**config.mk**
```make
export PLATFORM = sky130hd
export DESIGN_NAME = mem_access_arbiter
export DESIGN_NICKNAME = d
export VERILOG_FILES = /design/src/rtl/mem_access_arbiter.sv
export SDC_FILE = /design/constraint.sdc
export NUM_CORES = 1
export LEC_CHECK = 0
export CORE_UTILIZATION = 54
export CTS_BUF_LIST = sky130_fd_sc_hd__clkbuf_4 sky130_fd_sc_hd__clkbuf_8
export CTS_CLUSTER_DIAMETER = 100
export DETAILED_ROUTE_END_ITERATION = 8
export GPL_TIMING_DRIVEN = 0
export PLACE_DENSITY = 0.9
export SETUP_SLACK_MARGIN = 0.3
export SLEW_MARGIN = 20
export SYNTH_ARGS = -nofsm -noshare
export SYNTH_HDL_FRONTEND = slang
export SYNTH_SLANG_ARGS = --single-unit
```
**constraint.sdc**
```tcl
create_clock -name clk -period 3.9 [get_ports clk]
set_input_delay 0.585 -clock clk [delete_from_list [all_inputs] [get_ports clk]]
set_output_delay 0.585 -clock clk [all_outputs]
set_load 0.02 [all_outputs]
```
**src/rtl/mem_access_arbiter.sv**
```systemverilog
// Purpose : shares one byte-wide single-port memory between the instruction-fetch
//           port (read-only, big-endian words) and the data port (read/write,
//           little-endian words).
// Latency : request seen in IDLE at edge k -> four byte cycles k+1..k+4 -> ready in k+5.
// Backpr. : no ready/valid stall; a requester holds req until its one-cycle ready
//           pulse, and the losing port simply waits for the next IDLE.
//
// Build option: define ARB_ROUND_ROBIN_EN to alternate grants between ports on
// simultaneous requests; otherwise the data port always wins.
//
// Ports:
//   clk, rst          clock (rising edge) and synchronous active-low reset
//   i_req/i_addr      fetch request and byte address
//   i_ready/i_rdata   fetch-complete pulse and word (byte at i_addr in the MSBs)
//   d_req/d_we/d_addr/d_wdata   data request, write flag, byte address, write word
//   d_ready/d_rdata   data-complete pulse and read word (byte at d_addr in the LSBs)
//   mem_addr/mem_wdata/mem_w_en/mem_r_en/mem_rdata   byte memory interface
//   busy              high while a transfer is in flight (XFER and DONE)
module mem_access_arbiter #(
    parameter int BIT_NUMBER = 8,
    parameter int ADDR_WIDTH = 32
) (
    input  logic                    clk,
    input  logic                    rst,
    input  logic                    i_req,
    input  logic [ADDR_WIDTH-1:0]   i_addr,
    output logic                    i_ready,
    output logic [4*BIT_NUMBER-1:0] i_rdata,
    input  logic                    d_req,
    input  logic                    d_we,
    input  logic [ADDR_WIDTH-1:0]   d_addr,
    input  logic [4*BIT_NUMBER-1:0] d_wdata,
    output logic                    d_ready,
    output logic [4*BIT_NUMBER-1:0] d_rdata,
    output logic [ADDR_WIDTH-1:0]   mem_addr,
    output logic [BIT_NUMBER-1:0]   mem_wdata,
    output logic                    mem_w_en,
    output logic                    mem_r_en,
    input  logic [BIT_NUMBER-1:0]   mem_rdata,
    output logic                    busy
);

    localparam int WORD_W = 4 * BIT_NUMBER;

    typedef enum logic [1:0] {
        IDLE = 2'd0,
        XFER = 2'd1,
        DONE = 2'd2
    } state_t;

    state_t            state;
    logic [1:0]        cnt;        // byte index within the current word
    logic              owner_d;    // 1: data port owns the transfer, 0: instruction port
    logic              xfer_we;    // latched write flag (never set for instruction port)
    logic [WORD_W-1:0] wr_shift;   // write bytes still to be sent, next one in the LSBs
    logic [WORD_W-1:0] asm_q;      // read word being assembled
    logic [WORD_W-1:0] asm_next;   // asm_q with the current memory byte merged in
    logic [1:0]        slot;       // word byte position receiving the current byte
    logic              grant_d;    // arbitration result: 1 = data port wins

`ifdef ARB_ROUND_ROBIN_EN
    logic last_d;                  // 1: data port was granted last

    // On a tie the port that was not granted last wins.
    assign grant_d = d_req && !(i_req && last_d);
`else
    assign grant_d = d_req;
`endif

    // Data words are little-endian (byte cnt lands in slot cnt); instruction
    // words are big-endian (byte cnt lands in slot 3-cnt, i.e. ~cnt).
    always_comb begin
        slot     = owner_d ? cnt : ~cnt;
        asm_next = asm_q;
        for (int b = 0; b < 4; b++) begin
            if (slot == 2'(b)) begin
                asm_next[b*BIT_NUMBER +: BIT_NUMBER] = mem_rdata;
            end
        end
    end

    // Single FSM process; every output, including the memory strobes, is a
    // register so there is no path from any input to any output.
    always_ff @(posedge clk) begin
        if (!rst) begin
            state     <= IDLE;
            cnt       <= 2'd0;
            owner_d   <= 1'b0;
            xfer_we   <= 1'b0;
            wr_shift  <= '0;
            asm_q     <= '0;
            i_ready   <= 1'b0;
            d_ready   <= 1'b0;
            i_rdata   <= '0;
            d_rdata   <= '0;
            busy      <= 1'b0;
            mem_addr  <= '0;
            mem_wdata <= '0;
            mem_w_en  <= 1'b0;
            mem_r_en  <= 1'b0;
`ifdef ARB_ROUND_ROBIN_EN
            last_d    <= 1'b0;
`endif
        end else begin
            case (state)
                IDLE: begin
                    if (i_req || d_req) begin
                        state   <= XFER;
                        cnt     <= 2'd0;
                        busy    <= 1'b1;
                        owner_d <= grant_d;
                        // Byte 0 is presented straight from the grant edge so
                        // the four byte cycles are exactly the four XFER cycles.
                        if (grant_d) begin
                            xfer_we   <= d_we;
                            mem_addr  <= d_addr;
                            mem_w_en  <= d_we;
                            mem_r_en  <= !d_we;
                            mem_wdata <= d_we ? d_wdata[BIT_NUMBER-1:0] : '0;
                            wr_shift  <= d_we ? (d_wdata >> BIT_NUMBER) : '0;
                        end else begin
                            xfer_we   <= 1'b0;
                            mem_addr  <= i_addr;
                            mem_w_en  <= 1'b0;
                            mem_r_en  <= 1'b1;
                            mem_wdata <= '0;
                            wr_shift  <= '0;
                        end
`ifdef ARB_ROUND_ROBIN_EN
                        last_d <= grant_d;
`endif
                    end
                end

                XFER: begin
                    if (!xfer_we) begin
                        asm_q <= asm_next;
                    end
                    if (cnt == 2'd3) begin
                        state     <= DONE;
                        mem_addr  <= '0;
                        mem_wdata <= '0;
                        mem_w_en  <= 1'b0;
                        mem_r_en  <= 1'b0;
                        if (owner_d) begin
                            d_ready <= 1'b1;
                            // A write leaves the previous read word visible.
                            if (!xfer_we) begin
                                d_rdata <= asm_next;
                            end
                        end else begin
                            i_ready <= 1'b1;
                            i_rdata <= asm_next;
                        end
                    end else begin
                        cnt       <= cnt + 2'd1;
                        // Plain binary increment gives the wrap past the top
                        // of the address space for free.
                        mem_addr  <= mem_addr + ADDR_WIDTH'(1);
                        mem_wdata <= wr_shift[BIT_NUMBER-1:0];
                        wr_shift  <= wr_shift >> BIT_NUMBER;
                    end
                end

                DONE: begin
                    i_ready <= 1'b0;
                    d_ready <= 1'b0;
                    busy    <= 1'b0;
                    state   <= IDLE;
                end

                default: begin
                    state <= IDLE;
                end
            endcase
        end
    end

endmodule

```
==> results of run 1 <==
==> critical path: cells and delay by family, from the launching register on <==
family / cells / cell delay, ns
buffers and inverters: 2 / 0.61
flip-flops: 1 / 0.30
AO/OA/AOI/OAI: 1 / 0.26
AND/OR/NAND/NOR: 4 / 1.34
==> cell usage after synthesis, types with 3 or more instances <==
cell type	number	area share (%)
a211oi_1	70	6.7
a21o_1	3	0.29
a21oi_1	86	5.5
a221oi_1	16	1.8
a22oi_1	3	0.29
a31oi_1	20	1.6
and3_1	4	0.32
and4_1	3	0.34
buf_2	5	0.32
clkbuf_1	74	3.5
dfxtp_1	171	44
inv_1	22	1.1
mux2_2	8	1.1
mux2i_1	49	6.3
mux2i_2	3	0.53
nand2_1	107	5.1
nand2b_1	6	0.48
nand3_1	74	4.7
nand4_1	7	0.56
nor2_1	116	5.6
nor3_1	14	0.89
nor3b_1	4	0.38
nor4_1	3	0.24
o211a_1	5	0.64
o21a_1	3	0.29
o21ai_0	25	1.6
o21ai_1	4	0.26
o311ai_0	3	0.34
o311ai_1	6	0.67
o31a_1	3	0.34
o31ai_1	3	0.29
or2_1	3	0.24
or3_1	4	0.32
or4_1	5	0.48
==> power groups by stage <==
stage               combinational (mW)  clock (mW)  sequential (mW)
detailed placement               0.711           0             1.91
finish                           0.726        1.40             1.88
floorplan                        0.356           0             1.95
CTS                              0.716        1.40             1.87
global route                     0.776        1.47             1.89
global placement                 0.696           0             1.91
==> registers in the layout, summed over array words and instances (netlist names) <==
| signal | flops |
|---|---|
| mem_w_en | 1 |
| mem_addr | 32 |
| i_ready | 1 |
| asm_q | 32 |
| busy | 1 |
| d_rdata | 32 |
| mem_r_en | 1 |
| d_ready | 1 |
| i_rdata | 32 |
| mem_wdata | 8 |
| wr_shift | 24 |
| state | 2 |
| cnt | 2 |
| xfer_we | 1 |
| owner_d | 1 |
==> area by class of cell <==
class                      count  area, um^2  share of cell area, %
buffer                        81         310                   2.93
sequential                   171        3420                   32.3
inverter                      22        82.6                  0.779
multi-input combinational    688        4030                   38.0
timing repair buffer         208        2080                   19.6
tap                          180         225                   2.13
clock inverter                13         190                   1.79
clock buffer                  19         255                   2.41
==> routing by layer <==
metal	part of all wire (%)	global-route usage, %	routed length (um)	up-vias
li1	-	-	-	3935
met1	40	41.7	10100	3949
met2	47	55.8	11900	444
met3	9.1	6.69	2310	81
met4	3.9	17.0	984	0
met5	0	0	0	-
==> how the worst max path moves through the flow <==
| stage | end | depth (start not counted) | slack (ns) | startpoint |
|---|---|---|---|---|
| after floorplan | mem_addr[25]$_SDFFE_PN0P_ | 6 | 1.71 | d_req |
| after global placement | mem_addr[22]$_SDFFE_PN0P_ | 7 | 0.92 | i_req |
| after detailed placement | mem_addr[22]$_SDFFE_PN0P_ | 7 | 0.92 | i_req |
| after CTS | d_rdata[16]$_SDFFE_PN0P_ | 7 | 1.37 | state[1]$_SDFFE_PN0P_ |
| after global routing | d_rdata[18]$_SDFFE_PN0P_ | 7 | 1.08 | state[1]$_SDFFE_PN0P_ |
| final | d_rdata[16]$_SDFFE_PN0P_ | 7 | 1.28 | state[1]$_SDFFE_PN0P_ |
==> cell families (layout without fill, tap and decap cells) <==
kind of cell	after synthesis	in the layout
and+or+nand+nor	360	360
AOI/OAI and AO/OA	266	266
adders and majority gates	2	2
muxes	60	60
DFF	171	171
buffers and inverters	103	343
==> results.cfg, run 1 <==
[grt]
grt_use_total_pct = 33.7
grt_pass1_wl_mm = 39.3
grt_pass1_vias = 7839
antenna_found_initial = 0
grt_overflow = 0
grt_max_degree = 17

[synth]
synth-async-reset-ratio_pct = 0
syn_area_per_cell_um2 = 8.15
synth-seq-area-share_pct = 43.6
synth_mux_area_share_pct = 7.93
synth_seq_cells = 171
synth-xor-area-share_pct = 0
syn_inst = 962
synth_warnings = 0
synthAdderAreaFrac_pct = 0.319
synth.cell_area_um2 = 7840
synth_cell_types = 54
synth-edff-count = 0
synth-simple-area-share_pct = 20.8
synth_top_family_by_area = compound AO/OA/AOI/OAI gates
ys.flop_type = dfxtp_1
syn-num-nets = 1073
synth-compound-area-share_pct = 22.3

[sta]
tightestPinTransition_ns = 0.908
drv_slew = 0
setup_ws_ns = 1.28
fin_hold_ws_ns = 0.457
layout_min_cycle_time_ns = 2.62
hold_viol_final = 0
finalClockSkew_ns = 0.00890
finalSetupTns_ns = 0
max_freq_ghz = 0.381
relSlewSlack_pct = 39.2
setup_viol = 0
fin_crit_sh_pct = 67.2
rsz0062_at_grt = no

[placement]
gp_congestion = 0.951
dp_slack_ns = 0.917
dp_hpwl_mm = 18.7
io_buffers = 208
placed_cells = 1350
dpl-instance-area_um2 = 10200

[cts]
clkLatencyLatePin_ns = 0.47
cts_inserted_buffers = 17
cts_tree = yes
cts.sinks = 171
htreeDepth = 4
cts.hold.buffers_added = 0
cts_setup_buffers = 0
cts_resized = 0
cts.clk_slew.worst_paths_ns = 0.09
clockBufferDepth = 2
clock-root-buffer = clkbuf_8

[critical_path]
path_cells = buf_2 -> nor2b_1 -> nand3_1 -> nor2_1 -> clkbuf_1 -> nor2_1 -> a211oi_1
endpoint_kind = register
critPathKind = register to register
cp_common_cell = nor2_1
start_kind = register
critPathSlowestCell = nor2_1
rr_worst_depth = 7
regToRegStartpoint = state[1]$_SDFFE_PN0P_
crit_path_max_fanout = 10
cpPeakStageDelay_ns = 0.73
rrSetupSlack_ns = 1.28
worstPathRequired_ns = 4.27
arrival_ns = 2.99
r2r-end = d_rdata[16]$_SDFFE_PN0P_

[layout]
postLayoutCoreUtil_pct = 75.5
area_growth_pct = 35.1
layout_commonest_cell = clkdlybuf4s50_1
fillers = 1045
final_cell_count_no_fill = 1382
final_nets = 1300
mostFrequentLayoutCells = 208 x clkdlybuf4s50_1, 171 x dfxtp_1, 116 x nor2_1, 107 x nand2_1, 86 x a21oi_1
antenna_cells = 0
postLayoutCellArea_um2 = 10600
drive_gt1_share_pct = 4.49

[worst_hold_path]
hold_end = wr_shift[16]$_SDFFE_PN0P_
hold_path_class = register to register
min_from = wr_shift[16]$_SDFFE_PN0P_
hold_path_depth = 2

[power_and_ir_drop]
ir_drop_uv = 305
seq_power_share_pct = 46.9
power_frac_clock_pct = 35.0
powerDensity_nw_per_um2 = 378
intPower_mw = 2.85
swShare_pct = 28.8
p_leak_nw = 3.59
power_frac_comb_pct = 18.1
finalPower_mw = 4.00
power_switching_mw = 1.15

[flow_run]
max_cap_violations = 0

[detailed_routing]
ant_nets = 0
drt_iter0_markers = 930
vias = 8409
avgViaCountPerCell = 6.08
dr.pass1.iters = 5
avgRoutedWirePerCell_um = 18.3
remaining_drc_errors = 0
drt-total-wl_mm = 25.3

[die]
die-area_um2 = 15000
start_util_pct = 55.9
die_h_um = 123
rows = 43
pin_count = 218
dieWidth_um = 123
core_area_um2 = 14000

[outcome]
outcome = finished clean
Note: power is estimated with default switching activity, not from simulation.
==> run 2: changes to the inputs <==
- CORE_UTILIZATION: 54 -> 45
- PLACE_DENSITY: 0.9 -> 0.8
- clock period: 3.9 -> 2.3 ns (I/O delays scaled with it)
==> run 2 against run 1 <==
Effect of this change: setup slack worse by 0.98 ns; total power up 65%; first-iteration DRC count decreased by 8.7%; clock skew up 0.0049 ns; routed wire length is 4.0% higher; clock-buffer cell count unchanged; via count up 0.67%.
==> results.cfg, run 2 (same netlist as run 1, synthesis figures left out) <==
[outcome]
outcome = finished clean

[critical_path]
crit_path_max_fanout = 7
start_kind = register
endpoint_kind = register
arrival_ns = 2.39
critPathKind = register to register
worstPathRequired_ns = 2.69

[placement]
io_buffers = 208
gp_congestion = 0.945
dpl-instance-area_um2 = 10200
dp_hpwl_mm = 19.0

[cts]
cts_inserted_buffers = 17
cts_tree = yes
htreeDepth = 4
clockBufferDepth = 2
clock-root-buffer = clkbuf_8
clkLatencyLatePin_ns = 0.48
cts.hold.buffers_added = 0
cts.clk_slew.worst_paths_ns = 0.10
cts.sinks = 171

[detailed_routing]
avgViaCountPerCell = 5.87
ant_nets = 0
drt-total-wl_mm = 26.3
vias = 8465
remaining_drc_errors = 0
avgRoutedWirePerCell_um = 18.2
drt_iter0_markers = 849
dr.pass1.iters = 5

[sta]
fin_crit_sh_pct = 86.9
setup_viol = 0
max_freq_ghz = 0.500
tightestPinTransition_ns = 0.635
layout_min_cycle_time_ns = 2.00
fin_hold_ws_ns = 0.298
rsz0062_at_grt = yes
relSlewSlack_pct = 57.3
drv_slew = 0
hold_viol_final = 0
finalClockSkew_ns = 0.0138

[die]
dieWidth_um = 134
rows = 47
die-area_um2 = 18000
core_area_um2 = 16800
pin_count = 218
start_util_pct = 46.6
die_h_um = 134

[flow_run]
max_cap_violations = 0

[layout]
final_nets = 1320
mostFrequentLayoutCells = 208 x clkdlybuf4s50_1, 157 x dfxtp_1, 109 x nor2_1, 103 x nand2_1, 85 x a21oi_1
area_growth_pct = 41.2
postLayoutCellArea_um2 = 11100
layout_commonest_cell = clkdlybuf4s50_1
fillers = 1431
antenna_cells = 0
drive_gt1_share_pct = 12.9

[grt]
grt_use_total_pct = 28.5
antenna_found_initial = 0
grt_max_degree = 17
grt_overflow = 0
grt_pass1_wl_mm = 40.5
grt_pass1_vias = 7870

[power_and_ir_drop]
powerDensity_nw_per_um2 = 598
p_leak_nw = 3.89
ir_drop_uv = 546
finalPower_mw = 6.62

[worst_hold_path]
hold_path_class = input pin to register
==> run 2: cell types whose count changed in the layout (fill, tap and decap cells not counted), moves of 4 or more <==
| cell | before | now |
|---|---|---|
| buf_4 | 0 | 20 |
| clkbuf_1 | 74 | 31 |
| clkbuf_2 | 0 | 30 |
| clkbuf_4 | 1 | 9 |
| dfxtp_1 | 171 | 157 |
| dfxtp_2 | 0 | 4 |
| dfxtp_4 | 0 | 10 |
| nand2_1 | 107 | 103 |
| nand2_2 | 0 | 4 |
| nor2_1 | 116 | 109 |
| nor2_4 | 0 | 5 |
==> run 2: final timing paths <==
kind              depth (start not counted)                      start                         to  slack, ns
hold reg to reg                           2  wr_shift[19]$_SDFFE_PN0P_  wr_shift[19]$_SDFFE_PN0P_       0.46
hold / removal                            3               mem_rdata[4]     asm_q[12]$_SDFFE_PN0P_       0.30
setup / recovery                          6  mem_addr[10]$_SDFFE_PN0P_  mem_addr[23]$_SDFFE_PN0P_       0.30
setup reg to reg                          6  mem_addr[10]$_SDFFE_PN0P_  mem_addr[23]$_SDFFE_PN0P_       0.30
==> run 2: stage by stage <==
stage | setup WS [ns] | utilization [%] | std cells | TNS [ns]
finish | 0.301 | 65.9 | 1442 | 0
global route | 0.222 | 65.9 | 1442 | 0
CTS | 0.267 | 64.1 | 1427 | 0
detailed placement | -0.466 | 60.7 | 1390 | -26.40
global placement | -0.435 | 60.7 | 1390 | -22.45
floorplan | 0.295 | - | 962 | 0
==> run 2: timing repair <==
action	in CTS	in global routing
gates cloned	0	0
setup buffers	5	15
gates resized for setup	62	76
pin swaps	1	9
setup endpoints to repair	164	154
==> run 2: report_power, final <==
group | internal, mW | total (mW) | switching (mW)
registers | 3.07 | 3.19 | 0.112
clock network | 0.921 | 2.09 | 1.17
logic | 0.598 | 1.34 | 0.745
==> run 2: layer usage <==
metal  wire, um  track usage (%)
met3       2270             6.01
met5          0                0
met1      10700             35.5
met2      12400             47.9
met4        867             11.6
==> run 2: layout make-up <==
| type | count | area (um^2) | share of cell area [%] |
|---|---|---|---|
| buffer | 81 | 400 | 3.61 |
| clock buffer | 19 | 255 | 2.30 |
| clock inverter | 13 | 129 | 1.16 |
| inverter | 22 | 82.6 | 0.745 |
| multi-input combinational | 688 | 4230 | 38.1 |
| sequential | 171 | 3470 | 31.3 |
| tap | 220 | 275 | 2.48 |
| timing repair buffer | 228 | 2240 | 20.3 |
==> run 2: worst max-delay path, stage by stage (launching register included) <==
cell and delay (ns):
dfxtp_4 0.39, nand4_1 0.16, or4_1 0.55, buf_6 0.16, nor2_1 0.13, mux2_2 0.34
nor3_1 0.17
==> run 3: changes to the inputs <==
- SLEW_MARGIN: 20 -> default
==> results of run 3 <==
The final DEF is identical to that of run 2; final timing and power are the same.
